### src/rtl/boot_ctrl_pkg.sv
// boot_ctrl_pkg: mode bus encodings shared with fetch and the core, instruction
// memory sizing and the boot sequencer state type.
package boot_ctrl_pkg;

   localparam logic [2:0] MODE_STALL = 3'd0;
   localparam logic [2:0] MODE_LOAD  = 3'd1;
   localparam logic [2:0] MODE_EXEC  = 3'd2;

   localparam int INST_SIZE = 10;

   typedef enum logic [2:0] {HDR, BODY, COPY, RUN, HALT, ERR} boot_state_t;

   function automatic logic [2:0] state_mode(input boot_state_t s);
      return s == COPY ? MODE_LOAD : s == RUN ? MODE_EXEC : MODE_STALL;
   endfunction

endpackage

### src/rtl/boot_ctrl_packer.sv
// byte_packer: assembles a byte stream into big-endian 32-bit words; the fourth
// byte is combined directly so word_valid fires in the same cycle it arrives.
module byte_packer (
   input  logic        clk,
   input  logic        clr,
   input  logic        in_valid,
   input  logic [7:0]  in_data,
   output logic        word_valid,
   output logic [31:0] word,
   output logic [1:0]  byte_cnt
);

   logic [1:0]  cnt_q, cnt_d;
   logic [23:0] sh_q, sh_d;

   always_comb begin
      cnt_d = clr ? 2'd0 : in_valid ? cnt_q + 2'd1 : cnt_q;
      sh_d  = clr ? 24'd0 : in_valid ? {sh_q[15:0], in_data} : sh_q;
   end

   always_ff @(posedge clk) begin
      cnt_q <= cnt_d;
      sh_q  <= sh_d;
   end

   assign word_valid = in_valid && cnt_q == 2'd3;
   assign word       = {sh_q, in_data};
   assign byte_cnt   = cnt_q;

endmodule

### src/rtl/boot_ctrl.sv
// boot_ctrl: loads a length-prefixed program from the UART byte stream into
// INST_BRAM, then steps fetch through LOAD and EXEC; halt and errors are terminal.
module boot_ctrl
   import boot_ctrl_pkg::*;
#(
   parameter int          ADDR_W  = INST_SIZE,
   parameter logic [31:0] TIMEOUT = 32'd100000
) (
   input  logic              clk,
   input  logic              rstn,
   input  logic [7:0]        rx_data,
   input  logic              rx_valid,
   input  logic              fetch_done,
   input  logic              halt,
   output logic [ADDR_W-1:0] bram_addr,
   output logic [31:0]       bram_din,
   output logic              bram_we,
   output logic [2:0]        mode,
   output logic [ADDR_W:0]   words_loaded,
   output logic              err
);

   localparam logic [32:0] MAX_N = 33'd1 << ADDR_W;

   boot_state_t       state_q, state_d;
   logic [31:0]       n_q, n_d;
   logic [31:0]       gap_q, gap_d;
   logic [ADDR_W:0]   wl_q, wl_d;
   logic [ADDR_W-1:0] addr_q, addr_d;
   logic [31:0]       din_q, din_d;
   logic              we_q, we_d;
   logic              err_q, err_d;
   logic [2:0]        mode_q, mode_d;
   logic              acc, gap_on, pk_clr, pk_valid;
   logic [31:0]       pk_word;
   logic [1:0]        pk_cnt;

   assign acc    = rx_valid && (state_q == HDR || state_q == BODY);
   assign pk_clr = !rstn || (state_q == HDR && state_d == BODY);

   byte_packer u_packer (
      .clk        (clk),
      .clr        (pk_clr),
      .in_valid   (acc),
      .in_data    (rx_data),
      .word_valid (pk_valid),
      .word       (pk_word),
      .byte_cnt   (pk_cnt)
   );

   // gap_q counts cycles since the last accepted byte, starting at 1 on the byte itself
   always_comb begin
      state_d = state_q;
      n_d     = n_q;
      wl_d    = wl_q;
      we_d    = 1'b0;
      addr_d  = addr_q;
      din_d   = din_q;
      gap_on  = state_q == BODY || (state_q == HDR && pk_cnt != 2'd0);
      gap_d   = acc ? 32'd1 : gap_on ? gap_q + 32'd1 : 32'd0;
      case (state_q)
         HDR:
            if (pk_valid) begin
               n_d     = pk_word;
               state_d = {1'b0, pk_word} > MAX_N ? ERR : pk_word == 32'd0 ? COPY : BODY;
            end
         BODY:
            if (we_q && 32'(wl_q) == n_q)
               state_d = COPY;
            else if (pk_valid) begin
               we_d   = 1'b1;
               addr_d = wl_q[ADDR_W-1:0];
               din_d  = pk_word;
               wl_d   = wl_q + (ADDR_W+1)'(1);
            end
         COPY:
            if (fetch_done) state_d = RUN;
         RUN:
            if (halt) state_d = HALT;
         default: ;
      endcase
      if (gap_on && !acc && gap_q == TIMEOUT - 32'd1) state_d = ERR;
      mode_d = state_mode(state_d);
      err_d  = state_d == ERR;
   end

   always_ff @(posedge clk) begin
      if (!rstn) begin
         state_q <= HDR;
         n_q     <= 32'd0;
         gap_q   <= 32'd0;
         wl_q    <= '0;
         addr_q  <= '0;
         din_q   <= 32'd0;
         we_q    <= 1'b0;
         err_q   <= 1'b0;
         mode_q  <= MODE_STALL;
      end else begin
         state_q <= state_d;
         n_q     <= n_d;
         gap_q   <= gap_d;
         wl_q    <= wl_d;
         addr_q  <= addr_d;
         din_q   <= din_d;
         we_q    <= we_d;
         err_q   <= err_d;
         mode_q  <= mode_d;
      end
   end

   assign bram_addr    = addr_q;
   assign bram_din     = din_q;
   assign bram_we      = we_q;
   assign mode         = mode_q;
   assign words_loaded = wl_q;
   assign err          = err_q;

endmodule

### config.mk
export PLATFORM = sky130hd
export DESIGN_NAME = boot_ctrl
export DESIGN_NICKNAME = d
export VERILOG_FILES = /design/src/rtl/boot_ctrl_pkg.sv /design/src/rtl/boot_ctrl_packer.sv /design/src/rtl/boot_ctrl.sv
export SDC_FILE = /design/constraint.sdc
export NUM_CORES = 1
export LEC_CHECK = 0
export ABC_AREA = 1
export CAP_MARGIN = 20
export CELL_PAD_IN_SITES_DETAIL_PLACEMENT = 0
export CELL_PAD_IN_SITES_GLOBAL_PLACEMENT = 2
export CORE_MARGIN = 3
export CORE_UTILIZATION = 36
export CTS_BUF_LIST = sky130_fd_sc_hd__clkbuf_2 sky130_fd_sc_hd__clkbuf_4 sky130_fd_sc_hd__clkbuf_8
export DETAILED_ROUTE_END_ITERATION = 8
export PLACE_DENSITY = 0.95
export SETUP_SLACK_MARGIN = 0.1
export SYNTH_ARGS = -nofsm -noshare
export SYNTH_HDL_FRONTEND = slang
export SYNTH_SLANG_ARGS = --single-unit
### constraint.sdc
create_clock -name clk -period 5.4 [get_ports clk]
set_clock_uncertainty 0.15 [all_clocks]
set_input_delay 1.08 -clock clk [delete_from_list [all_inputs] [get_ports clk]]
set_output_delay 1.08 -clock clk [all_outputs]
set_load 0.005 [all_outputs]
==> results.toml <==
[synth]
synth_top_area_cell = "dfxtp_1"
ys_warn_count = 0
syn_area_per_cell_sq_um = 7.29
synth_flop_cell = "dfxtp_1"
synth_nets = 929
yosysMostFrequentCell = "nand2_1"
ys_ff_latch = 150
ys_seq_area_share_pct = 45.2
netlist_top_cells_count = "192 x nand2_1, 150 x dfxtp_1, 135 x nor2_1"
syn_inst = 912
synth_edf_count = 0
syn_area_sq_mm = 0.00665
synth_area_leaders = "dfxtp_1 45%, nand2_1 11%, nor2_1 7.6%"
synth_top_area_share_pct = 45.2
synthArstFlopShare_pct = 0
synthDistinctLibCells = 34

[sta]
worst_pin_slew_ps = 1040
hold_viol = 0
timing.final.max_slew_violations = 0
relSlewSlack_pct = 30.4
fin_crit_sh_pct = 66.1
fin_crit_ps = 3570
finalSetupViolCount = 0
fmax_mhz = 280
fin_setup_tns_ps = 0
rsz0062_at_grt = "no"

[placed_design]
dpl_cell_area_sq_mm = 0.00750
io_buffers = 69
finalWeightedCongestion = 0.815
dp_hpwl_mm = 12.0

[cts]
clock-root-buffer = "clkbuf_8"
clkTransAtPathRegs_ps = 90
clk_path_buf_depth = 2
clk-insertion-delay-late_ps = 460
cts_buffers = 17
cts_resized = 0
htree_levels = 4
ctsHoldBuffers = 0
cts_tree = "built"
post_cts_buffers = 0
cts.sinks = 150

[floorplanning]
die_x_microns = 142
start_util_pct = 36.9
core_sq_mm = 0.0180
die_y_microns = 142
die_area_sq_mm = 0.0201
pin_count = 71
rows = 49

[worst_hold_path]
worstHoldPathType = "reg2reg"

[routing]
firstDrtPassIters = 4
final_antenna_net_count = 0
viasPerCell = 4.76
vias = 5760
drc = 0
drtIter0Drc = 377
routedWlPerCell_microns = 14.4
wirelength_mm = 17.4

[pwr]
ir_drop_v = 0.000150
power_density_mw_per_mm2 = 285
cellLeakagePower_uw = 0.00293

[critical_path]
cp-start-kind = "primary input"
required_ps = 5590
crit_fanout = 36
critical_path_class = "in2reg"
reg2reg_slack_ps = 2370
endpoint_kind = "flip-flop"
cp.arrival_ps = 3760

[global_route]
grt_pass1_vias = 5424
grt_pass1_wl_mm = 28.3
grt_overflow = 0
antenna_found_initial = 0
grt_max_degree = 60
track_usage_pct = 17.8

[run_status]
status = "finished clean"

[finish]
fin_area_sq_mm = 0.00792
final_nets = 985
drive_gt1_share_pct = 8.27
area_delta_synth_final_pct = 19.1
antenna_cells = 0

[job]
timing.max_cap.violations = 0
state kept, by name (all words and copies together) (netlist names), 2 cells and up:
register,count
words_loaded,11
gap_q,32
bram_addr,10
u_packer.sh_q,24
state_q,3
bram_din,32
n_q,32
mode,2
u_packer.byte_cnt,2
critical path: stages:
cell             delay [ps]
clkdlybuf4s50_1         530
nand3_2                 150
nor2_4                  500
inv_2                   420
nor2_1                  190
nor2_1                   60
nand3_2                 120
nand3_2                 100
nand2_4                 490
nor2_1                   80
cell usage in the layout (no fill, tap or decap), types with 2 or more instances in the layout:
cell type,n
nand2_1,192
xor2_1,11
ha_1,4
o21ai_0,70
inv_2,4
nor2_4,21
a21oi_1,97
xnor2_1,5
or2_2,2
nor2_2,8
clkinvlp_4,2
nor3_1,24
nor2_1,135
dfxtp_1,150
buf_4,4
nor4_1,6
nand3_1,24
mux2i_1,7
nand4_1,17
clkdlybuf4s50_1,68
clkbuf_4,2
bufinv_16,3
inv_1,81
nand3_2,4
nor3b_1,4
inv_6,5
clkbuf_8,17
cell families after synthesis:
| family | share of synthesized area (%) |
|---|---|
| AO/OA/AOI/OAI | 12.7 |
| XOR/XNOR | 2.11 |
| adder cells (fa/ha/maj) | 0.753 |
| buffers and inverters | 7.57 |
| flip-flops | 45.2 |
| multiplexers | 1.05 |
| other | 0.0564 |
| AND/OR/NAND/NOR | 30.6 |
routing by layer:
layer / wire [microns] / GRT usage (%) / up-vias
li1: - / - / 3050
met1: 9070 / 26.4 / 2603
met2: 7510 / 25.8 / 94
met3: 601 / 3.27 / 13
met4: 225 / 6.11 / 0
met5: 0 / 0 / -
metrics by stage:
step | util (%) | power (uW) | cells | worst slack (ps) | hold slack, ps
3_3_place_gp | 41.5 | 1350 | 1177 | 1360 | 293
6_report | 43.9 | 2260 | 1209 | 1830 | 308
3_5_place_dp | 41.6 | 1350 | 1178 | 1330 | 301
4_1_cts | 43.9 | 2290 | 1209 | 1810 | 313
5_1_grt | 43.9 | 2360 | 1209 | 1570 | 335
2_1_floorplan | - | 1300 | 912 | 2990 | 280
final timing paths:
path | from | to | cells after the start
min | n_q[22] | n_q[22] | 2
max reg2reg | state_q[2] | u_packer.sh_q[23] | 10
min reg2reg | n_q[22] | n_q[22] | 2
max | rx_valid | u_packer.sh_q[23] | 10
report_power, final:
group	internal, uW	switching (uW)
registers	1130	20.3
logic	58.3	116
clock network	476	458
cell type report:
class / count / area, sq um
Fill cell: 1917 / 10100
Inverter: 86 / 323
Timing Repair Buffer: 74 / 743
Clock inverter: 12 / 169
Multi-Input combinational cell: 639 / 3140
Clock buffer: 19 / 249
Tap cell: 229 / 287
Sequential cell: 150 / 3000
Note: power is estimated with default switching activity, not from simulation.
